<file path="src/rtl/code_counter.sv">
// Dual event counter: Output0 counts every enabled Slt=0 cycle, Output1 counts once per DIV enabled Slt=1 cycles.
// Optional saturation of both counters is enabled with `define CODE_COUNTER_SATURATE_EN.
module code_counter #(
  parameter int WIDTH = 64,
  parameter int DIV   = 4
) (
  input  logic             i_clk,
  input  logic             i_reset_n,
  input  logic             i_slt,
  input  logic             i_en,
  output logic [WIDTH-1:0] o_output0,
  output logic [WIDTH-1:0] o_output1
);

  localparam int PW = (DIV > 1) ? $clog2(DIV) : 1;
  localparam logic [PW-1:0] PRE_MAX = PW'(DIV - 1);

  logic [WIDTH-1:0] r_cnt0;
  logic [WIDTH-1:0] r_cnt1;
  logic [PW-1:0]    r_pre;

  logic [WIDTH-1:0] w_cnt0_inc;
  logic [WIDTH-1:0] w_cnt1_inc;
  logic             w_pre_wrap;

  // Incremented values; with saturation the counters stick at all-ones.
  always_comb begin
`ifdef CODE_COUNTER_SATURATE_EN
    w_cnt0_inc = (&r_cnt0) ? r_cnt0 : r_cnt0 + WIDTH'(1);
    w_cnt1_inc = (&r_cnt1) ? r_cnt1 : r_cnt1 + WIDTH'(1);
`else
    w_cnt0_inc = r_cnt0 + WIDTH'(1);
    w_cnt1_inc = r_cnt1 + WIDTH'(1);
`endif
    w_pre_wrap = (r_pre == PRE_MAX);
  end

  // The prescaler keeps its partial progress across Slt toggles and only clears on reset or wrap.
  always_ff @(posedge i_clk) begin
    if (!i_reset_n) begin
      r_cnt0 <= '0;
      r_cnt1 <= '0;
      r_pre  <= '0;
    end else if (i_en) begin
      if (!i_slt) begin
        r_cnt0 <= w_cnt0_inc;
      end else if (w_pre_wrap) begin
        r_pre  <= '0;
        r_cnt1 <= w_cnt1_inc;
      end else begin
        r_pre  <= r_pre + PW'(1);
      end
    end
  end

  assign o_output0 = r_cnt0;
  assign o_output1 = r_cnt1;

endmodule

</file>
<file path="config.mk">
export PLATFORM = sky130hd
export DESIGN_NAME = code_counter
export DESIGN_NICKNAME = d
export VERILOG_FILES = /design/src/rtl/code_counter.sv
export SDC_FILE = /design/constraint.sdc
export NUM_CORES = 1
export LEC_CHECK = 0
export ABC_CLOCK_PERIOD_IN_PS = 3200
export CAP_MARGIN = 20
export CELL_PAD_IN_SITES_DETAIL_PLACEMENT = 0
export CELL_PAD_IN_SITES_GLOBAL_PLACEMENT = 1
export CORE_ASPECT_RATIO = 0.5
export CORE_UTILIZATION = 43
export CTS_CLUSTER_SIZE = 40
export DETAILED_ROUTE_END_ITERATION = 8
export DONT_BUFFER_PORTS = 1
export GPL_ROUTABILITY_DRIVEN = 1
export HOLD_SLACK_MARGIN = 0.06
export PLACE_DENSITY_LB_ADDON = 0.2
export SLEW_MARGIN = 20
export SYNTH_ARGS = -nofsm -noshare
export SYNTH_HDL_FRONTEND = slang
export SYNTH_SLANG_ARGS = --single-unit
</file>
<file path="constraint.sdc">
create_clock -name i_clk -period 3.2 [get_ports i_clk]
set_clock_uncertainty 0.05 [all_clocks]
set_input_delay 0.8 -clock i_clk [delete_from_list [all_inputs] [get_ports i_clk]]
set_output_delay 0.8 -clock i_clk [all_outputs]
set_load 0.01 [all_outputs]
</file>
== Word-level counts from Yosys, hierarchy flattened ==
Cells that the tools add are included.

* Register bits: 130
* Bits of input ports: 4
* Word-level logic and storage cells: 12

* Add/sub/neg operators: 3
* Eq/ne operators: 1
* Mux-type cells: 1
* Bitwise operators: 1
* Reductions and logical operators: 3

{| class="wikitable"
|+ Operators by type and width
! operator !! number
|-
| adder 64 x 1 -> 64 bit, second input constant || 2
|-
| AND reduction 2 bit || 2
|-
| AND reduction 3 bit || 1
|-
| adder 2 x 1 -> 2 bit, second input constant || 1
|-
| equality test 2 bit, second input constant || 1
|-
| two-way mux 2 bit || 1
|-
| NOT 1 bit || 1
|}

== Depth between registers and ports, before layout ==
Gate-level depths: netlist (run 1).

* Word-level depth: 2
* Mapped depth: 7
* Mapped depth without buffers: 6

== Worst setup path after synthesis (run 1) ==
OpenSTA, ideal clock, no wires.

* Path kind: input to register
* Start: input port i_slt
* End: register r_cnt0[56], in the netlist o_output0[56]
* Arrival time: 2,253 ps
* Required time: 3,080 ps
* Slack: 826 ps
* Stages on the path: 5
* Path buffers: 0
* Cells stage by stage: nand4b_2 nor4_4 nand3_2 or4_1 a21oi_1

* Longest elaborated chain between the ends: 2

{| class="wikitable"
|+ RTL lines
! item !! line !! source
|-
| from (decl) || 9 || <nowiki>input logic i_slt,</nowiki>
|-
| NOT 1 bit (no line) || - ||
|-
| AND reduction 2 bit (no line) || - ||
|-
| to (signal assigned) || 46 || <nowiki>r_cnt0 <= w_cnt0_inc;</nowiki>
|-
| to (decl) || 18 || <nowiki>logic [WIDTH-1:0] r_cnt0;</nowiki>
|}

No other way between the ends.
A chain may end at the register's enable or synchronous reset.

== Worst setup path after layout (run 1) ==
* Start: register r_cnt1[17], in the netlist o_output1[17]
* End: register r_cnt1[59], in the netlist o_output1[59]

* Longest elaborated chain between the ends: 1

{| class="wikitable"
|+ RTL lines
! item !! line !! source
|-
| from (decl) || 19 || <nowiki>logic [WIDTH-1:0] r_cnt1;</nowiki>
|-
| from (signal assigned) || 49 || <nowiki>r_cnt1 <= w_cnt1_inc;</nowiki>
|-
| adder 64 x 1 -> 64 bit || 33 || <nowiki>w_cnt1_inc = r_cnt1 + WIDTH'(1);</nowiki>
|}

No other way between the ends.

==> results of run 1 <==
-- routing by layer --
metal / part of all wire, % / routed length [um] / GRT usage [%]
met5: 0 / 0 / 0
met4: 0.71 / 114 / 5.93
met3: 6.6 / 1060 / 7.00
met2: 44 / 7100 / 33.0
met1: 48 / 7770 / 30.6
-- path summary, 6_finish.rpt --
check	startpoint	to	slack, ns	cells past startpoint
worst max-delay path	o_output1[17]	o_output1[59]	0.61	6
worst max register to register	o_output1[17]	o_output1[59]	0.61	6
worst min register to register	r_pre[1]	r_pre[1]	0.41	2
worst min-delay path	r_pre[1]	r_pre[1]	0.41	2
-- flip-flops by register name, indices dropped and copies added (netlist names) --
name       count
o_output0     64
o_output1     64
r_pre          2
-- worst min-delay path, cell delays in order (launching register included) --
cell and delay [ns]:
dfxtp_1 0.31, nand2_1 0.05, a21oi_1 0.05
-- cell usage after synthesis, types with 4 or more instances --
master | instances | area share, %
nand3_1 | 54 | 4.4
xnor2_1 | 24 | 3.4
nor3_1 | 16 | 1.3
nor4_1 | 14 | 1.4
nor2_1 | 96 | 5.8
nand2b_1 | 6 | 0.61
mux2i_1 | 4 | 0.65
a21oi_1 | 51 | 4.1
nor4_4 | 4 | 1.4
nor4_2 | 5 | 1.0
or4_1 | 11 | 1.3
xor2_1 | 47 | 6.6
clkbuf_1 | 16 | 0.97
and2_1 | 5 | 0.51
and3_1 | 15 | 1.5
o21ai_0 | 41 | 3.3
nand4_1 | 58 | 5.9
inv_1 | 11 | 0.67
nand2_1 | 53 | 3.2
dfxtp_1 | 130 | 42
buf_2 | 6 | 0.48
nor3_2 | 5 | 0.81
or3_1 | 44 | 4.4
o31ai_1 | 8 | 0.97
-- cell families after synthesis --
family | after synthesis | share of synthesized area [%]
fa+ha+maj | 3 | 0.606
compound gates | 107 | 9.34
simple gates | 395 | 35.0
xor+xnor | 71 | 10.0
buf+inv | 35 | 2.30
mux | 4 | 0.647
flops | 130 | 42.0
-- power breakdown --
part	total (mW)	switching [mW]	leakage, nW	internal, mW
sequential	1.63	0.00421	1.05	1.62
clock	1.88	0.783	0.266	1.10
combinational	0.0407	0.0316	0.861	0.00910
-- cell type report --
type / instances / area [um2] / area share [%]
clock buffer: 18 / 439 / 6.25
clock inverter: 14 / 130 / 1.85
inverter: 12 / 47.5 / 0.676
multi-input combinational: 580 / 3450 / 49.0
sequential: 130 / 2600 / 37.0
tap: 192 / 240 / 3.42
timing repair buffer: 15 / 125 / 1.78
-- through the flow --
step                power, mW  setup slack, ns
finish                   3.55            0.608
global route             3.67            0.272
CTS                      3.58            0.581
detailed placement       1.70            0.452
global placement         1.70            0.504
floorplan                1.69            0.826
-- placed cells by master (no fill, tap or decap), types with 5 or more instances in the layout --
master,n
and3_1,15
xor2_1,47
clkinvlp_4,5
xnor2_1,24
or4_1,11
nor3_2,5
or3_1,44
and2_1,5
nor3_1,16
o31ai_1,8
a21oi_1,51
nand2_1,53
nand4_1,58
dfxtp_1,130
nand2b_1,6
nor4_1,14
nor2_1,96
o21ai_0,41
nand3_1,54
inv_1,11
nor4_2,5
buf_4,14
clkbuf_16,17
==> results.ini, run 1 <==
[run_status]
status=complete, no violations

[worst_setup_path]
crit_path_max_fanout=8
max_stage_delay_ns=0.58
endpoint_kind=register
worstSetupStartpointType=register
crit_family=simple AND/OR/NAND/NOR gates
required_ns=3.43
cp.arrival_ns=2.82
crit_chain=nand4_1 -> nor4_1 -> nand4_1 -> buf_4 -> o311ai_1 -> o41ai_1
slowest_stage=nor4_1
critical_path_class=reg -> reg
path_buf_inv=1
crit_path_frequent_cell=nand4_1

[synthesis]
synth_top_flop_cell=dfxtp_1
netlist_area_mm2=0.00619
synth_cell_type_count=37
syn_area_per_cell_um2=8.31
synthArstFlopShare_pct=0
ys_seq_area_share_pct=42.0
synth-seq-cells=130
synthCells=745
synth-edff-count=0
yosys_warnings=0
syn-num-nets=752

[detailed_routing]
ant_nets=0
wirelength_um=16000
dr.first_iter.drc_count=333
vias=5618
drc=0
firstDrtPassIters=5
routed_via_density=5.85
wire_per_inst_um=16.7

[power]
leakage_nw=2.17
ir_drop_mv=0.302
power_density_mw_per_mm2=504

[global_route]
grt-ovfl-total=0
antenna_found_initial=0
grt_pass1_wl_um=26100
grt_util_all_layers_pct=22.1
grt_pass1_vias=4885
grt_max_degree=53

[place]
dpl.hpwl_um=11100
gp_congestion=0.828
placedInstanceArea_mm2=0.00646
io_buffers=0
dp.cells=929

[timing]
holdWs_ns=0.408
finalSetupViolCount=0
period_needed_ns=2.59
fmax_ghz=0.386
rsz0062_at_grt=no
worstMarginPinSlew_ns=0.624
hold_viol=0
tns_ns=0
maxSlewHeadroom_pct=58.0
post-route-period-util_pct=81.0
slew_violations=0

[floorplan]
core_mm2=0.0138
die_h_um=86.9
die_width_um=172
rows=30
dieArea_mm2=0.0149
io_pins=132
start_util_pct=44.8

[layout]
fin_util_pct=50.9
area_growth_syn_to_layout_pct=13.6
drive_above_1_share_pct=8.84
n_antenna_cell=0
nNetsFinal=763
fillers=1389
final-instance-count-excl-fill=961
final_area_mm2=0.00703

[cts]
clk_pin_slew_ns=0.06
postCtsHoldBufs=0
numCtsBuffers=17
cts.sinks=130
clockBufferDepth=2
root_buffer=clkbuf_16
clk_latency_ns=0.41
postCtsSetupBuffers=0
htreeDepth=4
post_cts_resized=0
cts_tree=built

[worst_hold_path]
min_path_type=reg -> reg

[run]
max-cap-violations=0

Power figures use the tool's default switching activity.
==> run 2, diff against run 1 <==
- ABC_CLOCK_PERIOD_IN_PS: 3200 -> 2600
- clock period: 3.2 -> 2.6 ns (I/O delays scaled with it)
==> results.ini, run 2 (same netlist as run 1, synthesis figures left out) <==
[run_status]
status=complete, no violations

[worst_setup_path]
critical_path_class=reg -> reg
crit_start=o_output1[1]
required_ns=2.89  ; -0.54 ns
r2r_slack_ns=0.17  ; -0.44 ns
worstSetupStartpointType=register
max_stage_delay_ns=0.45  ; -0.13 ns
crit_path_frequent_cell=nand4_1
crit_chain=ha_1 -> nand4_1 -> nor4_4 -> buf_4 -> nand4_1 -> or3_1 -> a21oi_1
crit_path_max_fanout=13  ; +5
crit_family=simple AND/OR/NAND/NOR gates
slowest_stage=or3_1
endpoint_kind=register
cp-endpoint=o_output1[54]
path_buf_inv=1  ; unchanged
ff2ff_path_depth=7  ; +1
cp.arrival_ns=2.72  ; -0.10 ns
timing.rr.end=o_output1[54]
reg2reg_from=o_output1[1]
path_depth=7  ; +1

[timing]
fmax_ghz=0.411  ; +6.6%
post-route-period-util_pct=93.5  ; +12 points
slew_violations=0  ; unchanged
maxSlewHeadroom_pct=60.7  ; +2.7 points
holdWs_ns=0.308  ; -0.100 ns
period_needed_ns=2.43  ; -0.161 ns
tns_ns=0  ; unchanged
hold_viol=0  ; unchanged
finalSetupViolCount=0  ; unchanged
worstMarginPinSlew_ns=0.584  ; -0.0398 ns
rsz0062_at_grt=no

[cts]
clk_latency_ns=0.42  ; about the same
clockBufferDepth=2  ; unchanged
root_buffer=clkbuf_16
clk_pin_slew_ns=0.06  ; about the same
htreeDepth=4  ; unchanged
cts.sinks=130  ; unchanged
cts_tree=built
post_cts_resized=0  ; unchanged
numCtsBuffers=17  ; unchanged

[global_route]
grt_pass1_vias=5257  ; +7.6%
grt_max_degree=51  ; -3.8%
grt_util_all_layers_pct=23.2  ; +1.1 points
antenna_found_initial=0  ; unchanged
grt_pass1_wl_um=27400  ; +4.9%
grt-ovfl-total=0  ; unchanged

[layout]
area_growth_syn_to_layout_pct=21.7
n_antenna_cell=0  ; unchanged
final_cell_mix=dfxtp_1, nor2_1, buf_4
nNetsFinal=817  ; +7.1%
drive_above_1_share_pct=14.5  ; +5.6 points
layout_commonest_cell=dfxtp_1

[detailed_routing]
wirelength_um=16800  ; +4.5%
vias=5706  ; +1.6%
wire_per_inst_um=16.5  ; -1.1%
ant_nets=0  ; unchanged
drc=0  ; unchanged
firstDrtPassIters=4  ; -1
dr.first_iter.drc_count=316  ; -5.1%
routed_via_density=5.62  ; -3.8%

[power]
leakage_nw=2.50  ; +15%
power_density_mw_per_mm2=637  ; +26%
ir_drop_mv=0.484  ; +60%

[floorplan]
rows=30  ; unchanged
die_width_um=172  ; unchanged
core_mm2=0.0138  ; unchanged
dieArea_mm2=0.0149  ; unchanged
start_util_pct=44.8  ; unchanged
io_pins=132  ; unchanged
die_h_um=86.9  ; unchanged

[place]
io_buffers=0  ; unchanged
dpl.hpwl_um=11900  ; +7.0%
gp_congestion=0.881  ; +6.5%

[worst_hold_path]
hp-start=i_reset_n
min_path_type=in -> reg

[run]
max-cap-violations=0  ; unchanged

run 2: layout make-up:
type | instances | area, um2
Clock buffer | 20 | 437
Clock inverter | 12 | 229
Fill cell | 1307 | 6280
Inverter | 12 | 47.5
Multi-Input combinational cell | 580 | 3450
Sequential cell | 130 | 2600
Tap cell | 192 | 240
Timing Repair Buffer | 69 | 531
run 2: routing by layer:
metal | GRT usage [%] | wire, um | part of all wire, % | vias up
li1 | - | - | - | 2842
met1 | 30.8 | 8090 | 48 | 2724
met2 | 36.4 | 7450 | 44 | 127
met3 | 7.00 | 1070 | 6.4 | 13
met4 | 6.90 | 152 | 0.91 | 0
met5 | 0 | 0 | 0 | -
run 2: worst min-delay path by stage:
| stage | end | depth (start not counted) |
|---|---|---|
| finish | o_output1[35] | 1 |
| global route | o_output1[35] | 1 |
| global placement | r_pre[1] | 2 |
| detailed placement | r_pre[1] | 2 |
| floorplan | r_pre[1] | 2 |
| CTS | o_output1[35] | 1 |
run 2: worst register-to-register path: stages (launching register included):
cell     delay, ns
dfxtp_1       0.43
ha_1          0.20
nand4_1       0.21
nor4_4        0.30
buf_4         0.25
nand4_1       0.33
or3_1         0.45
a21oi_1       0.14
run 2: where the power goes:
| part | switching (mW) | internal [mW] | total (mW) |
|---|---|---|---|
| Combinational | 0.0427 | 0.0149 | 0.0576 |
| Sequential | 0.00320 | 2.00 | 2.00 |
| Clock | 0.935 | 1.81 | 2.74 |
run 2: repair_timing:
| action | in CTS | in global routing |
|---|---|---|
| setup endpoints to repair | 2 | 0 |
| hold buffers | 0 | 0 |
| setup buffers | 4 | 0 |
run 2: stage by stage:
stage               instances  total power [mW]  setup slack, ns  utilization, %  area, um2
floorplan                 745              2.08            0.376               -       6190
global placement          979              2.10           0.0410            49.5       6840
detailed placement        979              2.10          0.00276            49.5       6840
CTS                      1015              4.84            0.183            54.5       7530
global route             1015              4.92          0.00617            54.5       7530
finish                   1015              4.80            0.170            54.5       7530
==> run 3, diff against run 2 <==
- SLEW_MARGIN: 20 -> 10
==> results of run 3 <==
Same layout as run 2: the final DEF is identical, and so are final timing and power.
